===== config.mk =====
export PLATFORM = sky130hd
export DESIGN_NAME = led_arbiter
export DESIGN_NICKNAME = d
export VERILOG_FILES = /design/src/rtl/led_arb_pkg.sv /design/src/rtl/led_arbiter_rr_pick.sv /design/src/rtl/led_arbiter.sv
export SDC_FILE = /design/constraint.sdc
export NUM_CORES = 1
export LEC_CHECK = 0
export ABC_AREA = 1
export BUFFER_PORTS_ARGS = -buffer_cell sky130_fd_sc_hd__buf_2
export CAP_MARGIN = 30
export CELL_PAD_IN_SITES_DETAIL_PLACEMENT = 1
export CELL_PAD_IN_SITES_GLOBAL_PLACEMENT = 1
export CORE_MARGIN = 4
export CORE_UTILIZATION = 30
export DETAILED_ROUTE_END_ITERATION = 12
export HOLD_SLACK_MARGIN = 0.06
export PLACE_DENSITY = 0.69
export SKIP_CTS_REPAIR_TIMING = 1
export SLEW_MARGIN = 20
export SYNTH_ARGS = -nofsm -noshare
export SYNTH_HDL_FRONTEND = slang
export SYNTH_SLANG_ARGS = --single-unit
export TNS_END_PERCENT = 30

===== constraint.sdc =====
create_clock -name clock -period 2.3 [get_ports clock]
set_input_delay 0.115 -clock clock [delete_from_list [all_inputs] [get_ports clock]]
set_output_delay 0.115 -clock clock [all_outputs]
set_load 0.03 [all_outputs]

===== src/rtl/led_arb_pkg.sv =====
// Shared types and helpers for the LED arbiter: FSM state encoding, LED width
// and the dwell-counter width calculation.
package led_arb_pkg;

   localparam int LED_W = 8;

   typedef enum logic [1:0] {
      IDLE = 2'd0,
      OWN  = 2'd1,
      HOLD = 2'd2
   } arb_state_t;

   // Wide enough to hold DWELL_CYCLES itself, so the counter never needs to wrap.
   function automatic int dwell_width(input int dwell_cycles);
      return $clog2(dwell_cycles + 1);
   endfunction

endpackage


===== src/rtl/led_arbiter_rr_pick.sv =====
// Combinational round-robin picker: searches req from base+1 upward, wrapping,
// with base itself tried last (or skipped entirely when exclude_base is set).
module rr_pick #(
   parameter int NUM_REQ = 4,
   localparam int IDX_W = (NUM_REQ > 1) ? $clog2(NUM_REQ) : 1
) (
   input  logic [NUM_REQ-1:0] req,
   input  logic [IDX_W-1:0]   base,
   input  logic               exclude_base,
   output logic [IDX_W-1:0]   winner,
   output logic               valid
);

   always_comb begin
      logic [IDX_W-1:0] idx;
      winner = '0;
      valid  = 1'b0;
      idx    = '0;
      for (int k = 1; k <= NUM_REQ; k++) begin
         idx = IDX_W'((int'(base) + k) % NUM_REQ);
         if (!valid && req[idx] && !(exclude_base && (k == NUM_REQ))) begin
            valid  = 1'b1;
            winner = idx;
         end
      end
   end

endmodule


===== src/rtl/led_arbiter.sv =====
// Round-robin owner of the board LEDs with a minimum per-owner dwell time.
// Build option LED_ACTIVE_LOW_EN: leds drives the inverse of the logical value.
module led_arbiter
   import led_arb_pkg::*;
#(
   parameter int               NUM_REQ      = 4,
   parameter int               DWELL_CYCLES = 13300000,
   parameter logic [LED_W-1:0] IDLE_PATTERN = 8'h00
) (
   input  logic                     clock,
   input  logic                     resetn,
   input  logic [NUM_REQ-1:0]       req,
   input  logic [LED_W*NUM_REQ-1:0] pattern,
   output logic [NUM_REQ-1:0]       grant,
   output logic                     busy,
   output logic [LED_W-1:0]         leds
);

   localparam int               IDX_W        = (NUM_REQ > 1) ? $clog2(NUM_REQ) : 1;
   localparam int               DW           = dwell_width(DWELL_CYCLES);
   localparam logic [DW-1:0]    DWELL_RELOAD = DW'(DWELL_CYCLES - 1);
   localparam logic [IDX_W-1:0] LAST_IDX     = IDX_W'(NUM_REQ - 1);

   arb_state_t         state_q, state_d;
   logic [DW-1:0]      dwell_q, dwell_d;
   logic [IDX_W-1:0]   owner_q, owner_d;
   logic [NUM_REQ-1:0] grant_q, grant_d;
   logic [LED_W-1:0]   leds_q, leds_d;
   logic [LED_W-1:0]   owner_pattern;
   logic [IDX_W-1:0]   pick_winner;
   logic               pick_valid;
   logic               pick_exclude;

   // The register holds the physical drive level, so the polarity choice is made once here.
   function automatic logic [LED_W-1:0] led_drive(input logic [LED_W-1:0] v);
`ifdef LED_ACTIVE_LOW_EN
      return ~v;
`else
      return v;
`endif
   endfunction

   function automatic logic [NUM_REQ-1:0] onehot(input logic [IDX_W-1:0] idx);
      logic [NUM_REQ-1:0] v;
      v      = '0;
      v[idx] = 1'b1;
      return v;
   endfunction

   assign owner_pattern = pattern[owner_q*LED_W +: LED_W];
   // In OWN the current owner only keeps the LEDs if nobody else is waiting.
   assign pick_exclude  = (state_q == OWN);

   rr_pick #(.NUM_REQ(NUM_REQ)) u_pick (
      .req          (req),
      .base         (owner_q),
      .exclude_base (pick_exclude),
      .winner       (pick_winner),
      .valid        (pick_valid)
   );

   always_ff @(posedge clock) begin
      if (!resetn) begin
         state_q <= IDLE;
         dwell_q <= '0;
         owner_q <= LAST_IDX;
         grant_q <= '0;
         leds_q  <= led_drive(IDLE_PATTERN);
      end else begin
         state_q <= state_d;
         dwell_q <= dwell_d;
         owner_q <= owner_d;
         grant_q <= grant_d;
         leds_q  <= leds_d;
      end
   end

   always_comb begin
      state_d = state_q;
      dwell_d = dwell_q;
      owner_d = owner_q;
      grant_d = grant_q;
      leds_d  = leds_q;
      case (state_q)
         IDLE: begin
            if (pick_valid) begin
               state_d = OWN;
               grant_d = onehot(pick_winner);
               owner_d = pick_winner;
               dwell_d = DWELL_RELOAD;
            end
         end
         OWN: begin
            if (dwell_q != '0) begin
               dwell_d = dwell_q - 1'b1;
               if (!req[owner_q]) begin
                  state_d = HOLD;
                  grant_d = '0;
               end else begin
                  leds_d = led_drive(owner_pattern);
               end
            end else begin
               leds_d = led_drive(owner_pattern);
               if (pick_valid) begin
                  grant_d = onehot(pick_winner);
                  owner_d = pick_winner;
                  dwell_d = DWELL_RELOAD;
               end else if (req[owner_q]) begin
                  dwell_d = DWELL_RELOAD;
               end else begin
                  state_d = IDLE;
                  grant_d = '0;
                  leds_d  = led_drive(IDLE_PATTERN);
               end
            end
         end
         HOLD: begin
            // LEDs stay frozen on the released owner's pattern until the dwell runs out.
            if (dwell_q != '0) begin
               dwell_d = dwell_q - 1'b1;
            end else if (pick_valid) begin
               state_d = OWN;
               grant_d = onehot(pick_winner);
               owner_d = pick_winner;
               dwell_d = DWELL_RELOAD;
            end else begin
               state_d = IDLE;
               leds_d  = led_drive(IDLE_PATTERN);
            end
         end
         default: begin
            state_d = IDLE;
            grant_d = '0;
         end
      endcase
   end

   assign grant = grant_q;
   assign busy  = (state_q != IDLE);
   assign leds  = leds_q;

endmodule


# == Word-level counts from Yosys, hierarchy flattened ==
# Index checks and enable logic that the tools add are counted.
# Widths: inputs -> output; s select.
# word_totals
inputBits,38
regBits,40
word_cells,98
# classes
n_reduce_logical,20
n_shift,1
n_mux,50
order_cmp,7
n_eq_ne,10
addsub,5
# op_table
op,count
$mux 24,5
$pmux 24 s3,1
$mux 8,6
$shiftx 32x6->8,1
$mux 2,12
$reduce_bool 24->1,1
$sub 24x1->24 const B,1
$mux 4,5
$lt 2x3->1 const B,6
$pmux 8 s2,1
$pmux 4 s3,1
$mux 1,11
$bmux 1 s2,5
$ne 2x2->1 const B,5
$reduce_and 4->1,2
$ne 3x2->1 const B,2
$pmux 2 s3,1
$reduce_bool 2->1,3
$logic_and 1x1->1,5
$add 2x1->2 const B,2
$add 2x2->2 const B,2
$logic_not 1->1,4
$ne 4x2->1 const B,1
$pmux 2 s2,1
other kinds (8),9

# == Depth between registers and ports, before layout ==
# Gate-level depths: netlist (run 1).
# depth
ltp_word,21
mapped_depth,17
mapped_depth_nobuf,16

# == By module ==
# A second synthesis (run 1) with hierarchy kept.
# unflattened
hier_cells,581
hier_area_um2,3435.8
# by_module_without_submodules
module,cells_each,area_each_um2,instances
led_arbiter,524,3120.5,1
rr_pick,57,315.3,1

# == Worst setup path after synthesis (run 1) ==
# OpenSTA, ideal clock, no wires.
# synth_timing
path_kind,flip-flop to flip-flop
from,register owner_q[0]
to,"register leds_q[5], in the netlist leds[5]"
path_stages_with_launch,15
synth_period_minus_slack_ns,1.898
path_buffers,3
required_time_ns,2.184
arrival_time_ns,1.782
path_slack_ns,0.402
cell_sequence,dfxtp_1 -> buf_6 -> inv_4 -> buf_6 -> nand2_4 -> nand3_1 -> nand2_1 -> nor2_1 -> nand3b_2 -> o21ai_1 -> nand3_1 -> clkinv_2 -> buf_6 -> o21ai_0 -> o211a_1
# synth_via
elab_chain_cells,17
# synth_rtl
element,line,source
"start, declared",led_arbiter.sv:26,"logic [IDX_W-1:0] owner_q, owner_d;"
"start signal, assigned",led_arbiter.sv:72,owner_q <= owner_d;
$add 2x1->2,led_arbiter_rr_pick.sv:20,idx = IDX_W'((int'(base) + k) % NUM_REQ);
$bmux 1 s2,led_arbiter_rr_pick.sv:21,if (!valid && req[idx] && !(exclude_base && (k == NUM_REQ))) begin
$mux 1 (not written as such),led_arbiter_rr_pick.sv:21,
$mux 1,led_arbiter_rr_pick.sv:21,
$logic_not 1->1,led_arbiter_rr_pick.sv:21,
$logic_and 1x1->1,led_arbiter_rr_pick.sv:21,
$mux 1,led_arbiter_rr_pick.sv:21,
$logic_not 1->1,led_arbiter_rr_pick.sv:21,
$logic_and 1x1->1,led_arbiter_rr_pick.sv:21,
$mux 1,led_arbiter_rr_pick.sv:21,
$logic_not 1->1,led_arbiter_rr_pick.sv:21,
$logic_and 1x1->1 (2 in series),led_arbiter_rr_pick.sv:21,
$mux 1,led_arbiter_rr_pick.sv:21,
$mux 8,led_arbiter.sv:104,if (pick_valid) begin
$mux 8,led_arbiter.sv:94,if (dwell_q != '0) begin
$pmux 8 s2,led_arbiter.sv:84,case (state_q)
"end signal, assigned",led_arbiter.sv:68,leds_q <= led_drive(IDLE_PATTERN);
"end signal, assigned",led_arbiter.sv:74,leds_q <= leds_d;
"end, declared",led_arbiter.sv:28,"logic [LED_W-1:0] leds_q, leds_d;"
# Several ways; a longest one is shown, not always the timed one. The select of a mux whose other input is x is not followed.
# A chain may end at the register's enable or synchronous reset.

# == Worst setup path after layout (run 1) ==
# layout_timing
from,register dwell_q[18]
to,register dwell_q[14]
# layout_via
elab_chain_cells,3
# layout_rtl
element,line,source
"start, declared",led_arbiter.sv:25,"logic [DW-1:0] dwell_q, dwell_d;"
"start signal, assigned",led_arbiter.sv:71,dwell_q <= dwell_d;
$reduce_bool 24->1 *,"led_arbiter.sv:94, led_arbiter.sv:119",
"$mux 24, or another cell as far along",led_arbiter.sv:119,if (dwell_q != '0) begin
$pmux 24 s3 / $reduce_and 2->1 (equally long branches),-,
# Every way passes the cells marked *; elsewhere a longest branch is shown, timed or not.

==> parameters.txt, run 1 <==
Parameter                              Value

Status
  Status ... completed

Yosys
  Synthesized net count ... between 400 and 500
  EDFF count, synth ... 0
  Instance count of the mapped netlist ... roughly 430
  Cell taking the most area after synthesis ... sky130_fd_sc_hd__dfxtp_1
  Fraction of registers with async set/reset ... 0%
  Share of the synthesized area in the top cell type ... between 20% and 30%
  Number of library cell types mapped by synthesis ... 45
  Avg Cell Area, Syn ... ~6.7 um^2
  Flip-flop and latch count after synthesis ... 40
  Primary FF master, synth ... sky130_fd_sc_hd__dfxtp_1
  Number of warnings printed during yosys synthesis ... 0
  Leading post-synthesis cells by cell area ... sky130_fd_sc_hd__dfxtp_1, sky130_fd_sc_hd__nand2_1, sky130_fd_sc_hd__inv_1, sky130_fd_sc_hd__nor2_1, sky130_fd_sc_hd__o21ai_0
  Fraction of the yosys area taken by sequential cells ... about 28%
  Post-Synthesis Cell Area ... between 2000 and 3000 um^2

Finish
  Synthesis-to-layout area growth ... 26.4%
  Number of inserted filler cells in the final layout ... between 1000 and 1500
  Fraction of final layout cells with drive strength greater than 1 ... 26.9%
  Commonest cells after routing, fill and taps aside ... sky130_fd_sc_hd__nand2_1, sky130_fd_sc_hd__buf_2, sky130_fd_sc_hd__inv_1, sky130_fd_sc_hd__nor2_1, sky130_fd_sc_hd__dfxtp_1
  Post-route cell area ... ~3700 um^2
  Final #Nets ... between 500 and 600
  Ant. Diodes ... 0
  Most common cell after layout, fill and taps aside ... sky130_fd_sc_hd__nand2_1

Clock tree
  Skew-Pair Late Insertion Delay ... ~0.3 ns
  Root buffer cell ... sky130_fd_sc_hd__clkbuf_8
  CTS buffer count ... 5
  TritonCTS clock tree ... done
  Buffers from clock root to sink, at most ... 2
  Register clock-pin slew on the reported worst setup and hold paths ... 0.09 ns
  Clock Sink Count ... 40
  H-tree lvl count ... 2

Timing
  Final Hold Slack ... about 0.23 ns
  Slew headroom ... 63.2%
  Max-slew violation count ... 0
  Hold Violations, Final ... 0
  Period utilisation layout ... between 90% and 100%
  Transition time at the pin with the least slew margin ... about 0.55 ns
  Peak clock frequency supported by timing ... between 400 and 500 MHz
  Min cycle time layout ... around 2.2 ns
  Setup-violating endpoint count in the final report ... 0
  Unrepaired setup endpoints after global routing ... yes
  Post-Route Skew ... 0.00727 ns

Worst setup path
  R2R setup slack ... a little over 0.08 ns
  Max stage delay on crit path ... roughly 0.36 ns
  Slowest cell on the critical path ... sky130_fd_sc_hd__dfxtp_1
  Data required time of the critical path ... about 2.5 ns
  CP max FO ... 5
  Critical path buffer and inverter count ... 2
  Series of cell instances along the critical path ... nor2_1 > nand2_1 > nor3_1 > nand3_4 > nor3_4 > buf_4 > a21oi_4 > nand2_2 > clkinvlp_4 > o21ai_1 > a21oi_1
  Crit end category ... flop
  Cell family with the largest share of critical-path delay ... simple AND/OR/NAND/NOR gates
  Worst EP arrival ... around 2.4 ns
  Critical path type ... reg -> reg
  Crit path launch type ... flop

Pwr
  Power density over the cells ... roughly 1500 nW/um^2
  Leakage ... around 1.8 nW
  Worst ir drop on vdd ... between 0.0006 and 0.0007 V
  Post-route total power ... between 0.005 and 0.006 W

Route
  Residual DRC ... 0
  Violation count after the first detailed-routing iteration ... between 150 and 200
  Final routed wirelength across all metal layers ... around 9500 um
  Antenna Violating Nets Remaining ... 0
  WL per Instance ... between 10 and 15 um
  Iteration count of the initial detailed-routing pass ... 7
  Via count normalized by instance count ... around 5.1
  Vias ... 3228

Placed design
  Routability Congestion ... just over 0.8
  HPWL after DPL ... around 7500 um
  I/O Buffers ... 50
  Area post-placement ... 3410 um^2

Die
  Site row count ... 35
  Width of the die ... about 110 um
  Chip height ... between 100 and 150 um
  Full die area ... roughly 11000 um^2
  Top-Level Pins ... ~50
  Core area ... between 9000 and 10000 um^2
  Initial Util ... about 31%

Hold path
  Path category of the worst min-delay check ... in -> reg

GRT
  Via count of the first global-routing pass ... approximately 3300
  Antenna violations before repair ... 0
  Total GRT Usage ... 16.9%
  Maximum number of pins on one net before global-route repair ... 20
  Wire length of the first global-routing pass ... 15600 um
  Overflow left after global routing ... 0

Job
  Max Cap Violations ... 0
==> per-layer routing <==
metal | GRT usage, % | part of all wire (%) | up-vias
met4 | 3.98 | 1.2 | 0
met3 | 2.55 | 3.4 | 14
met2 | 28.7 | 47 | 68
met5 | 0 | 0 | -
met1 | 22.4 | 48 | 1536
li1 | - | - | 1610
==> cells in the mapped netlist, types with 2 or more instances <==
| library cell | number |
|---|---|
| sky130_fd_sc_hd__nor4_1 | 4 |
| sky130_fd_sc_hd__inv_1 | 51 |
| sky130_fd_sc_hd__nand4_1 | 7 |
| sky130_fd_sc_hd__buf_2 | 2 |
| sky130_fd_sc_hd__o2bb2ai_1 | 7 |
| sky130_fd_sc_hd__a21oi_4 | 2 |
| sky130_fd_sc_hd__inv_2 | 3 |
| sky130_fd_sc_hd__a31oi_1 | 2 |
| sky130_fd_sc_hd__nor2_1 | 48 |
| sky130_fd_sc_hd__nor3_1 | 11 |
| sky130_fd_sc_hd__a21oi_1 | 29 |
| sky130_fd_sc_hd__buf_6 | 3 |
| sky130_fd_sc_hd__o211a_1 | 9 |
| sky130_fd_sc_hd__a221oi_1 | 8 |
| sky130_fd_sc_hd__nand2_1 | 91 |
| sky130_fd_sc_hd__o21ai_0 | 32 |
| sky130_fd_sc_hd__xnor2_1 | 3 |
| sky130_fd_sc_hd__dfxtp_1 | 40 |
| sky130_fd_sc_hd__nand3_1 | 30 |
| sky130_fd_sc_hd__nand2_4 | 7 |
| sky130_fd_sc_hd__ha_1 | 6 |
| sky130_fd_sc_hd__nand2_2 | 9 |
| sky130_fd_sc_hd__nand3b_1 | 2 |
| sky130_fd_sc_hd__xor2_1 | 3 |
| sky130_fd_sc_hd__clkbuf_1 | 4 |
| sky130_fd_sc_hd__o21ai_1 | 2 |
==> sequential cells by signal (all words and copies together) (netlist names) <==
| name | flops |
|---|---|
| dwell_q | 24 |
| leds | 8 |
| grant | 4 |
| owner_q | 2 |
| state_q | 2 |
==> worst paths after layout <==
path | cells after the start | startpoint | endpoint
setup / recovery | 11 | dwell_q[18]$_SDFFE_PN0P_ | dwell_q[14]$_SDFFE_PN0P_
hold / removal | 3 | resetn | dwell_q[8]$_SDFFE_PN0P_
setup reg to reg | 11 | dwell_q[18]$_SDFFE_PN0P_ | dwell_q[14]$_SDFFE_PN0P_
hold reg to reg | 2 | grant[0]$_SDFFE_PN0P_ | grant[0]$_SDFFE_PN0P_
==> worst reg2reg max path, stage by stage (launching register included) <==
cell and delay [ns]:
sky130_fd_sc_hd__dfxtp_1 0.36, sky130_fd_sc_hd__nor2_1 0.16, sky130_fd_sc_hd__nand2_1 0.12, sky130_fd_sc_hd__nor3_1 0.30, sky130_fd_sc_hd__nand3_4 0.19, sky130_fd_sc_hd__nor3_4 0.20, sky130_fd_sc_hd__buf_4 0.16, sky130_fd_sc_hd__a21oi_4 0.07
sky130_fd_sc_hd__nand2_2 0.14, sky130_fd_sc_hd__clkinvlp_4 0.20, sky130_fd_sc_hd__o21ai_1 0.13, sky130_fd_sc_hd__a21oi_1 0.08
==> through the flow <==
stage,TNS [ns],setup slack (ns),instances,utilization (%)
floorplan,0,0.402,434,-
global placement,0,0.0242,626,36.5
detailed placement,0,0.0250,626,36.5
CTS,-0.00138,-0.00138,633,37.9
global route,-0.299,-0.0423,639,39.2
finish,0,0.0830,639,39.2
==> power breakdown <==
| group | switching [W] | internal [W] | total [W] |
|---|---|---|---|
| clock | 0.000264 | 0.000428 | 0.000691 |
| sequential | 0.000201 | 0.000927 | 0.00113 |
| combinational | 0.00228 | 0.00129 | 0.00357 |
==> final cells by class <==
class | count | area, um^2 | share of cell area (%)
clock buffers | 5 | 68.8 | 1.88
inverters | 57 | 221 | 6.06
repair inverters | 1 | 5.00 | 0.137
clock inverters | 2 | 60.1 | 1.64
well taps | 129 | 161 | 4.42
multi-input cells | 327 | 1860 | 51.0
repair buffers | 78 | 464 | 12.7
flip-flops and latches | 40 | 808 | 22.1
==> cells by family (layout without fill, tap and decap cells) <==
family	Yosys count	after routing	synth area share (%)
simple gates	217	217	35.8
compound gates	98	98	22.3
fa+ha+maj	6	6	2.60
xor+xnor	6	6	1.82
buf+inv	67	143	9.83
flops	40	40	27.7
Power figures use the tool's default switching activity.
==> run 2, diff against run 1 <==
--- a/config.mk
+++ b/config.mk
@@ -13,6 +13,7 @@
 export CORE_MARGIN = 4
 export CORE_UTILIZATION = 30
 export DETAILED_ROUTE_END_ITERATION = 12
+export GPL_TIMING_DRIVEN = 0
 export HOLD_SLACK_MARGIN = 0.06
 export PLACE_DENSITY = 0.69
 export SKIP_CTS_REPAIR_TIMING = 1
==> parameters.txt, run 2 (synthesis results as in run 1) <==
Parameter                              Value

Die
  Width of the die ... about 110 um
  Full die area ... 11300 um^2
  Top-Level Pins ... a little over 50
  Chip height ... 106 um
  Core area ... 9330 um^2
  Initial Util ... 31.0%
  Site row count ... 35

Timing
  Unrepaired setup endpoints after global routing ... yes
  Period utilisation layout ... between 90% and 100%
  Min cycle time layout ... about 2.2 ns
  Slew headroom ... between 60 and 70%
  Worst setup margin ... between 0.05 and 0.06 ns
  Transition time at the pin with the least slew margin ... around 0.55 ns
  Post-Route Skew ... around 0.013 ns
  Final Hold Slack ... about 0.26 ns
  Hold Violations, Final ... 0
  Max-slew violation count ... 0
  Setup-violating endpoint count in the final report ... 0
  Peak clock frequency supported by timing ... approximately 450 MHz

Clock tree
  TritonCTS clock tree ... done
  CTS buffer count ... 5
  Register clock-pin slew on the reported worst setup and hold paths ... 0.09 ns
  H-tree lvl count ... 2
  Skew-Pair Late Insertion Delay ... roughly 0.31 ns
  Root buffer cell ... sky130_fd_sc_hd__clkbuf_8
  Clock Sink Count ... 40
  Buffers from clock root to sink, at most ... 2

Placed design
  Worst slack at placement ... -0.143 ns
  HPWL after DPL ... 7290 um
  Routability Congestion ... about 0.84
  I/O Buffers ... a little under 50

Route
  Antenna Violating Nets Remaining ... 0
  Residual DRC ... 0
  Violation count after the first detailed-routing iteration ... about 140
  Via count normalized by instance count ... about 5
  Vias ... approximately 3300
  WL per Instance ... 15.3 um
  Iteration count of the initial detailed-routing pass ... 4
  Final routed wirelength across all metal layers ... ~9800 um

Finish
  Fraction of final layout cells with drive strength greater than 1 ... roughly 28%
  Most common cell after layout, fill and taps aside ... sky130_fd_sc_hd__nand2_1
  Commonest cells after routing, fill and taps aside ... sky130_fd_sc_hd__nand2_1, sky130_fd_sc_hd__buf_2, sky130_fd_sc_hd__inv_1, sky130_fd_sc_hd__nor2_1, sky130_fd_sc_hd__dfxtp_1
  Synthesis-to-layout area growth ... 29.7%
  Largest register FFs ... 24
  Most flops, register ... dwell_q
  Final #Nets ... between 500 and 600
  Ant. Diodes ... 0

Pwr
  Part of the total power dissipated in sequential elements ... between 20% and 30%
  Leakage ... about 1.8 nW
  Switching share of power ... between 50% and 60%
  Switching component of the power ... around 0.003 W
  Gate power share ... between 60 and 70%
  P_int ... around 0.0026 W
  Clock share of power ... roughly 11%
  Power density over the cells ... approximately 1500 nW/um^2
  Worst ir drop on vdd ... around 0.00063 V

GRT
  Maximum number of pins on one net before global-route repair ... 14
  Via count of the first global-routing pass ... 3211
  Wire length of the first global-routing pass ... about 16000 um
  Antenna violations before repair ... 0
  Overflow left after global routing ... 0
  Total GRT Usage ... roughly 17%

Job
  Max Cap Violations ... 0

Worst setup path
  CP max FO ... 10
  Crit path launch type ... flop
  Crit end category ... flop
  Critical path type ... reg -> reg
  Worst EP arrival ... around 2.4 ns
  Data required time of the critical path ... around 2.5 ns

Status
  Status ... completed

Hold path
  Path category of the worst min-delay check ... in -> reg
[run 2: per-stage QoR]
stage          setup TNS [ns]  total power (W)  cells  util, %  area (um^2)
6_report                    0          0.00553    640     40.2         3750
5_1_grt                -0.998          0.00604    640     40.2         3750
4_1_cts                 -1.82          0.00492    620     36.5         3410
3_5_place_dp            -1.25          0.00430    612     35.3         3300
3_3_place_gp           -0.509          0.00422    612     35.3         3300
2_1_floorplan               0          0.00349    434        -         2890
[run 2: final cells by class]
class                      count  area [um^2]
sequential                    40          806
timing repair buffer          67          390
clock buffer                   5         68.8
fill                        1228         5580
buffer                        10         73.8
tap                          129          161
timing repair inverter         1         7.51
clock inverter                 3         42.5
multi-input combinational    328         1970
inverter                      57          226
[run 2: path summary, 6_finish.rpt]
check                                             start                    end  slack (ns)  depth (start not counted)
worst max-delay path            owner_q[0]$_SDFFE_PN1P_   leds[4]$_SDFFE_PN0P_        0.06                         13
worst min-delay path                        pattern[12]   leds[4]$_SDFFE_PN0P_        0.26                          4
worst max register to register  owner_q[0]$_SDFFE_PN1P_   leds[4]$_SDFFE_PN0P_        0.06                         13
worst min register to register    grant[3]$_SDFFE_PN0P_  grant[3]$_SDFFE_PN0P_        0.47                          2
[run 2: worst max-delay path: stages, from the launching register on]
cell                       delay, ns
sky130_fd_sc_hd__dfxtp_2        0.33
sky130_fd_sc_hd__buf_6          0.13
sky130_fd_sc_hd__inv_4          0.06
sky130_fd_sc_hd__buf_8          0.13
sky130_fd_sc_hd__nand2_1        0.07
sky130_fd_sc_hd__nand3_1        0.08
sky130_fd_sc_hd__nand2_1        0.14
sky130_fd_sc_hd__nor2_1         0.24
sky130_fd_sc_hd__nand3b_4       0.25
sky130_fd_sc_hd__o21ai_1        0.08
sky130_fd_sc_hd__nand3_1        0.14
sky130_fd_sc_hd__clkinv_2       0.12
sky130_fd_sc_hd__buf_6          0.15
sky130_fd_sc_hd__o211a_1        0.20
[run 2: layer usage]
layer / up-vias / wire length [um] / track usage (%)
met5: - / 0 / 0
met4: 0 / 159 / 5.37
met3: 12 / 439 / 2.79
met2: 70 / 4630 / 27.8
met1: 1587 / 4560 / 22.8
li1: 1615 / - / -
[run 2: power groups by stage]
| stage | Sequential, W | Combinational, W | Clock (W) |
|---|---|---|---|
| floorplan | 0.00120 | 0.00230 | 0 |
| global placement | 0.00110 | 0.00312 | 0 |
| detailed placement | 0.00111 | 0.00320 | 0 |
| CTS | 0.00109 | 0.00321 | 0.000617 |
| global route | 0.00115 | 0.00424 | 0.000652 |
| finish | 0.00111 | 0.00382 | 0.000603 |
==> run 3, diff against run 2 <==
--- a/config.mk
+++ b/config.mk
@@ -16,6 +16,7 @@
 export GPL_TIMING_DRIVEN = 0
 export HOLD_SLACK_MARGIN = 0.06
 export PLACE_DENSITY = 0.69
+export RECOVER_POWER = 50
 export SKIP_CTS_REPAIR_TIMING = 1
 export SLEW_MARGIN = 20
 export SYNTH_ARGS = -nofsm -noshare
==> parameters.txt, run 3 (synthesis results as in run 1) <==
Parameter                              Value

Status
  Status ... completed

Placed design
  Routability Congestion ... 0.842
  HPWL after DPL ... roughly 7300 um
  Worst slack at placement ... -0.143 ns
  Area post-placement ... between 3000 and 4000 um^2
  I/O Buffers ... 49

Finish
  Largest register FFs ... 24
  Post-route cell area ... about 3700 um^2
  Most common cell after layout, fill and taps aside ... sky130_fd_sc_hd__nand2_1
  Final #Nets ... ~550
  Synthesis-to-layout area growth ... 29.1%
  Fraction of final layout cells with drive strength greater than 1 ... approximately 25%
  Most flops, register ... dwell_q
  Ant. Diodes ... 0
  Commonest cells after routing, fill and taps aside ... sky130_fd_sc_hd__nand2_1, sky130_fd_sc_hd__inv_1, sky130_fd_sc_hd__nor2_1, sky130_fd_sc_hd__buf_2, sky130_fd_sc_hd__dfxtp_1

Die
  Site row count ... 35
  Full die area ... 11300 um^2
  Width of the die ... around 110 um
  Chip height ... roughly 110 um
  Core area ... 9330 um^2
  Initial Util ... 31.0%
  Top-Level Pins ... 51

Job
  Max Cap Violations ... 0

Pwr
  Post-route total power ... 0.00551 W
  Worst ir drop on vdd ... 0.000629 V
  Power density over the cells ... 1480 nW/um^2
  Leakage ... between 1.5 and 2 nW

Route
  Antenna Violating Nets Remaining ... 0
  Vias ... approximately 3300
  Final routed wirelength across all metal layers ... 9800 um
  Via count normalized by instance count ... 5.13
  Iteration count of the initial detailed-routing pass ... 4
  WL per Instance ... 15.3 um
  Residual DRC ... 0
  Violation count after the first detailed-routing iteration ... 135

Timing
  Final Hold Slack ... between 0.2 and 0.3 ns
  Unrepaired setup endpoints after global routing ... yes
  Post-Route Skew ... around 0.013 ns
  Hold Violations, Final ... 0
  Slew headroom ... between 60% and 70%
  Worst setup margin ... between 0.06 and 0.07 ns
  Period utilisation layout ... 97.4%
  Setup-violating endpoint count in the final report ... 0
  Transition time at the pin with the least slew margin ... ~0.55 ns
  Min cycle time layout ... between 2 and 2.5 ns
  Max-slew violation count ... 0
  Peak clock frequency supported by timing ... 447 MHz

GRT
  Antenna violations before repair ... 0
  Met3 global-route usage ... under 10%
  Via count of the first global-routing pass ... ~3200
  Maximum number of pins on one net before global-route repair ... 14
  Busiest layer in global routing ... met2
  Grt met2 use ... between 20% and 30%
  Wire length of the first global-routing pass ... approximately 16000 um
  Total GRT Usage ... 17.0%
  Overflow left after global routing ... 0
  Grt met1 use ... a little under a quarter

Hold path
  Path category of the worst min-delay check ... in -> reg
  Start point of the worst hold path ... pattern[12]

Clock tree
  TritonCTS clock tree ... done
  Root buffer cell ... sky130_fd_sc_hd__clkbuf_8
  CTS buffer count ... 5
  Buffers from clock root to sink, at most ... 2
  Register clock-pin slew on the reported worst setup and hold paths ... around 0.09 ns
  Clock Sink Count ... 40
  Skew-Pair Late Insertion Delay ... 0.31 ns
  H-tree lvl count ... 2

Worst setup path
  Critical path type ... reg -> reg
  Max stage delay on crit path ... between 0.3 and 0.4 ns
  Slowest cell on the critical path ... sky130_fd_sc_hd__dfxtp_2
  Cell family with the largest share of critical-path delay ... simple AND/OR/NAND/NOR gates
  Critical path buffer and inverter count ... 5
  Origin of the worst setup path ... owner_q[0]$_SDFFE_PN1P_
  Data required time of the critical path ... 2.50 ns
  Startpoint of the worst-slack reg-to-reg timing path ... owner_q[0]$_SDFFE_PN1P_
  Series of cell instances along the critical path ... buf_6 > inv_4 > buf_8 > nand2_1 > nand3_1 > nand2_1 > nor2_1 > nand3b_4 > o21ai_1 > nand3_1 > clkinv_2 > buf_6 > o211a_1
  CP max FO ... 10
  Crit path launch type ... flop
  Crit end category ... flop
  Worst EP arrival ... 2.44 ns
## run 3: report_power, final
part,leakage (nW),internal [W],switching [W]
clock network,0.0541,0.000322,0.000280
logic,1.37,0.00135,0.00245
registers,0.329,0.000924,0.000188
total,1.75,0.00259,0.00292
## run 3: worst paths after layout
| check | depth (start not counted) | slack, ns | to |
|---|---|---|---|
| setup / recovery | 13 | 0.06 | leds[4]$_SDFFE_PN0P_ |
| hold / removal | 4 | 0.26 | leds[4]$_SDFFE_PN0P_ |
| setup reg to reg | 13 | 0.06 | leds[4]$_SDFFE_PN0P_ |
| hold reg to reg | 2 | 0.47 | grant[3]$_SDFFE_PN0P_ |
## run 3: worst register-to-register path, stage by stage (launching register included)
cell and delay, ns:
sky130_fd_sc_hd__dfxtp_2 0.33, sky130_fd_sc_hd__buf_6 0.13, sky130_fd_sc_hd__inv_4 0.06, sky130_fd_sc_hd__buf_8 0.13, sky130_fd_sc_hd__nand2_1 0.07, sky130_fd_sc_hd__nand3_1 0.08, sky130_fd_sc_hd__nand2_1 0.14, sky130_fd_sc_hd__nor2_1 0.24
sky130_fd_sc_hd__nand3b_4 0.26, sky130_fd_sc_hd__o21ai_1 0.08, sky130_fd_sc_hd__nand3_1 0.14, sky130_fd_sc_hd__clkinv_2 0.12, sky130_fd_sc_hd__buf_6 0.15, sky130_fd_sc_hd__o211a_1 0.20
## run 3: area by class of cell
class / instances / area (um^2)
fill: 1229 / 5600
multi-input combinational: 328 / 1970
sequential: 40 / 806
timing repair buffer: 67 / 374
inverter: 57 / 226
tap: 129 / 161
buffer: 10 / 73.8
clock buffer: 5 / 68.8
clock inverter: 3 / 42.5
timing repair inverter: 1 / 7.51
## run 3: per-stage QoR
stage | TNS [ns] | cells | utilization, %
floorplan | 0 | 434 | -
global placement | -0.509 | 612 | 35.3
detailed placement | -1.25 | 612 | 35.3
CTS | -1.82 | 620 | 36.5
global route | -0.998 | 640 | 40.0
finish | 0 | 640 | 40.0
## run 3: layer usage
layer  vias up  wire, um
li1       1616         -
met1      1581      4560
met2        74      4620
met3        13       449
met4         0       164
met5         -         0
